==> src/rtl/detector_secuencia_pkg.sv <==
// Shared constants and the KMP next-state function for the serial pattern matchers.
package detector_secuencia_pkg;

  localparam int MAX_LEN     = 8;
  localparam int MAX_SW      = $clog2(MAX_LEN + 1);
  localparam int IDX_W       = $clog2(MAX_LEN);
  localparam int SEQ_LEN_DEF = 4;
  localparam int STATE_W     = $clog2(SEQ_LEN_DEF + 1);

  localparam logic [SEQ_LEN_DEF-1:0] SEQ1_DEF = 4'b1011;
  localparam logic [SEQ_LEN_DEF-1:0] SEQ2_DEF = 4'b0110;

  // Longest pattern prefix that is a suffix of (prefix of length st, then b).
  // The pattern is right-aligned in pat; its first received bit is pat[len-1].
  function automatic logic [MAX_SW-1:0] kmp_next(
    input logic [MAX_LEN-1:0] pat,
    input int                 len,
    input logic [MAX_SW-1:0]  st,
    input logic               b
  );
    logic [MAX_SW-1:0] best;
    logic              ok;
    logic              s_bit;
    int                idx;
    best = '0;
    for (int k = 1; k <= MAX_LEN; k++) begin
      if (k <= len && k <= int'(st) + 1) begin
        ok = 1'b1;
        for (int i = 0; i < MAX_LEN; i++) begin
          if (i < k) begin
            idx   = int'(st) + 1 - k + i;
            s_bit = (idx == int'(st)) ? b : pat[IDX_W'(len - 1 - idx)];
            if (s_bit != pat[IDX_W'(len - 1 - i)]) ok = 1'b0;
          end
        end
        if (ok) best = MAX_SW'(k);
      end
    end
    return best;
  endfunction

endpackage

==> src/rtl/detector_secuencia_seq_matcher.sv <==
// Overlapping serial pattern matcher; hit is registered and high while the FSM sits in the
// full-match state, so it pulses on the edge that samples the last pattern bit.
module seq_matcher
  import detector_secuencia_pkg::*;
#(
  parameter int                   SEQ_LEN = SEQ_LEN_DEF,
  parameter logic [SEQ_LEN-1:0]   PATTERN = SEQ1_DEF
) (
  input  logic clk,
  input  logic reset,
  input  logic bit_in,
  output logic hit
);

  localparam int SW = $clog2(SEQ_LEN + 1);

  logic [SW-1:0]     state;
  logic [MAX_SW-1:0] nxt;

  assign nxt = kmp_next(MAX_LEN'(PATTERN), SEQ_LEN, MAX_SW'(state), bit_in);

  always_ff @(posedge clk or negedge reset) begin
    if (!reset) begin
      state <= '0;
      hit   <= 1'b0;
    end else begin
      state <= SW'(nxt);
      hit   <= (nxt == MAX_SW'(SEQ_LEN));
    end
  end

endmodule

==> src/rtl/detector_secuencia.sv <==
// Two independent overlapping serial pattern detectors driving one LED each.
// Optional saturating hit counters when DETECTOR_HIT_COUNT_EN is defined.
module detector_secuencia
  import detector_secuencia_pkg::*;
#(
  parameter int                 SEQ_LEN = SEQ_LEN_DEF,
  parameter logic [SEQ_LEN-1:0] SEQ1    = SEQ1_DEF,
  parameter logic [SEQ_LEN-1:0] SEQ2    = SEQ2_DEF
) (
  input  logic       clk,
  input  logic       reset,
  input  logic       entrada,
  output logic       led1,
  output logic       led2
`ifdef DETECTOR_HIT_COUNT_EN
  ,
  output logic [7:0] count1,
  output logic [7:0] count2
`endif
);

  seq_matcher #(.SEQ_LEN(SEQ_LEN), .PATTERN(SEQ1)) u_match1 (
    .clk(clk), .reset(reset), .bit_in(entrada), .hit(led1)
  );

  seq_matcher #(.SEQ_LEN(SEQ_LEN), .PATTERN(SEQ2)) u_match2 (
    .clk(clk), .reset(reset), .bit_in(entrada), .hit(led2)
  );

`ifdef DETECTOR_HIT_COUNT_EN
  // The registered count lags the LED by one edge; adding the live LED makes the
  // visible count step on the same edge the matcher enters its full-match state.
  logic [7:0] cnt1_q;
  logic [7:0] cnt2_q;

  always_ff @(posedge clk or negedge reset) begin
    if (!reset) begin
      cnt1_q <= 8'h00;
      cnt2_q <= 8'h00;
    end else begin
      if (led1 && cnt1_q != 8'hFF) cnt1_q <= cnt1_q + 8'h01;
      if (led2 && cnt2_q != 8'hFF) cnt2_q <= cnt2_q + 8'h01;
    end
  end

  assign count1 = (cnt1_q == 8'hFF) ? 8'hFF : cnt1_q + {7'b0, led1};
  assign count2 = (cnt2_q == 8'hFF) ? 8'hFF : cnt2_q + {7'b0, led2};
`endif

endmodule

==> config.mk <==
export PLATFORM = sky130hd
export DESIGN_NAME = detector_secuencia
export DESIGN_NICKNAME = d
export VERILOG_FILES = /design/src/rtl/detector_secuencia_pkg.sv /design/src/rtl/detector_secuencia_seq_matcher.sv /design/src/rtl/detector_secuencia.sv
export SDC_FILE = /design/constraint.sdc
export NUM_CORES = 1
export LEC_CHECK = 0
export CAP_MARGIN = 10
export CELL_PAD_IN_SITES_DETAIL_PLACEMENT = 1
export CELL_PAD_IN_SITES_GLOBAL_PLACEMENT = 2
export CORE_MARGIN = 5
export CORE_UTILIZATION = 35
export DETAILED_ROUTE_END_ITERATION = 6
export GPL_ROUTABILITY_DRIVEN = 0
export PLACE_DENSITY = 0.82
export SLEW_MARGIN = 20
export SYNTH_ARGS = -nofsm -noshare
export SYNTH_HDL_FRONTEND = slang
export SYNTH_SLANG_ARGS = --single-unit
==> constraint.sdc <==
create_clock -name clk -period 4.55 [get_ports clk]
set_clock_uncertainty 0.2 [all_clocks]
set_input_delay 0.455 -clock clk [delete_from_list [all_inputs] [get_ports clk]]
set_output_delay 0.455 -clock clk [all_outputs]
set_load 0.005 [all_outputs]
==> results.ini <==
[layout]
antennaDiodeCount=0
drive_above_1_share=0.0692
synthToLayoutAreaGrowth_pct=8.89
fin_area_um2=2270
seq_area_um2=200
layout.nets=318
multi_input_area_um2=1790
layout_common_cells=ha_1 (53), nor2_1 (20), nand2_1 (20)
fillers=722
final_common_cell=ha_1

[timing]
slew_viol_final=0
slew_headroom=0.541
setup-tns-final_ps=0
rsz0062_at_grt=false
hold_viol_final=0
finalSetupViolCount=0
period_minus_slack_ps=4170
worst_pin_slew_ps=687
max_freq_mhz=240
fin_crit_sh=0.917

[setup_path]
r2r_end=u_match2.state[1]
crit_family=simple AND/OR/NAND/NOR gates
r2r_setup_slack_ps=380
reg2regPathDepth=14
cp_max_fo=8
critPathMostFrequentCell=ha_1
critPathBufInv=2
critical_path_class=register to register
arrival_ps=4120
slowest_delay_ps=520
worstSetupEndpointType=register
required_ps=4500
cp-start-kind=register
path_cells=inv_1, ha_1, inv_1, ha_1, ha_1, nand3b_1, nand3b_1, ha_1, nor4_1, nand4_1, or3_1, o32a_1, or2_1, a21oi_2
r2r_start=u_match2.state[1]
critPathSlowestCell=dfrtp_1

[clock_tree]
tritoncts=yes
insertion_delay_ps=220
clock_tree.buffer_depth=2
post_cts_resize_count=0
cts_buffers=3
clock_sinks=8
postCtsSetupBuffers=0
cts.clk_slew.worst_paths_ps=40
clockRootBuffer=clkbuf_8
hold_buffers=0
cts-htree-levels=1

[placement]
portBuffers=4
dpl_cell_area_um2=2230
dp_hpwl_mm=4.31

[drt]
vias_per_cell=5.40
drt_wl_total_mm=5.12
wire_per_inst_um=15.3
drt-initial-drc-count=44
drc=0
first_pass_iters=4
antenna_left=0
vias=1809

[power_and_ir_drop]
cellLeakagePower_nw=0.973
ir_worst_vdd_mv=0.449
powerDensity_nw_per_um2=656

[floorplan]
ioPinCount=5
dieArea_um2=7600
die_w_um=87.2
core_area_um2=5850
rows=28
initial_utilization=0.356
fp.dieH_um=87.2

[global_route]
track_usage=0.147
antenna_found_initial=0
grt_pass1_wl_mm=9.10
grt.overflow.total=0
grt_pass1_vias=1962
grt_max_degree=20

[yosys]
syn_nets=310
synth_flop_cell=dfrtp_1
yosys_warnings=0
synth-seq-cells=8
syn_inst=254
synthesis.area_um2=2080
syn-mean-instance-area_um2=8.20
synth_edf_count=0
async_reset_ff_frac=1.00
synth_seq_area_share=0.0961
synth_cell_types=49

[status]
status=completed

[worst_hold_path]
holdCritPathClass=primary input to asynchronous set/reset pin

[job]
maxCapViolCount=0

per-layer routing:
metal	share of wire	vias up	GRT usage
li1	-	931	-
met1	0.46	865	0.174
met2	0.53	13	0.281
met3	0.016	0	0.0227
met4	0	0	0.0209
met5	0	-	0
sequential cells by signal, summed over array words and instances, names as in the netlist:
register,count
u_match1.hit,1
u_match1.state,3
u_match2.hit,1
u_match2.state,3
logic make-up (layout without fill, tap and decap cells):
logic type,count (synthesis),in the layout,share of synthesized area
compound gates,35,35,0.114
xor+xnor,24,24,0.101
fa+ha+maj,53,53,0.318
buf+inv,21,27,0.0456
flops,8,8,0.0961
mux,6,6,0.0300
simple gates,107,107,0.295
cell usage after synthesis, drive strengths merged, types with 3 or more instances:
library cell / number / area share
nor3: 10 / 0.024
xor2: 8 / 0.034
xnor2: 16 / 0.067
nand3b: 4 / 0.014
dfrtp: 8 / 0.096
nor2b: 7 / 0.021
nand2b: 6 / 0.018
clkbuf: 3 / 0.0054
a211o: 3 / 0.013
mux2i: 4 / 0.019
and3: 3 / 0.0090
buf: 6 / 0.019
nor4b: 6 / 0.031
nor4: 4 / 0.012
o211ai: 5 / 0.018
nand2: 20 / 0.036
nand3: 10 / 0.024
nor2: 21 / 0.046
a21oi: 7 / 0.019
ha: 53 / 0.32
o21ai: 8 / 0.019
nand4: 4 / 0.012
inv: 12 / 0.022
layout make-up:
type	count	share of cell area
timing repair buffer	12	0.0441
inverter	12	0.0199
sequential	8	0.0883
tap	75	0.0414
multi-input combinational	225	0.788
clock buffer	3	0.0182
power breakdown:
| part | internal [mW] | switching, mW | total (mW) |
|---|---|---|---|
| Clock | 0.0570 | 0.0248 | 0.0818 |
| Combinational | 0.573 | 0.721 | 1.29 |
| Sequential | 0.0862 | 0.0262 | 0.112 |
per-stage QoR:
| step | hold slack (ps) | std cells | util | power [mW] | setup slack, ps |
|---|---|---|---|---|---|
| 6_report | 314 | 335 | 0.388 | 1.49 | 379 |
| 5_1_grt | 339 | 335 | 0.388 | 1.70 | 202 |
| 4_1_cts | 321 | 335 | 0.388 | 1.52 | 371 |
| 3_5_place_dp | 563 | 332 | 0.381 | 1.43 | 388 |
| 3_3_place_gp | 563 | 332 | 0.381 | 1.37 | 568 |
| 2_1_floorplan | -40.6 | 254 | - | 1.10 | 260 |
how the worst max path moves through the flow:
stage	startpoint	end	slack, ps	depth (start not counted)
floorplan	u_match2.state[1]	u_match2.state[1]	260	14
global placement	u_match1.state[0]	u_match1.state[0]	570	12
detailed placement	u_match2.state[1]	u_match2.state[1]	390	14
CTS	u_match2.state[1]	u_match2.state[1]	370	14
global route	u_match2.state[1]	u_match2.state[1]	200	14
finish	u_match2.state[1]	u_match2.state[1]	380	14
No activity file was read; power rests on OpenSTA's default activity.
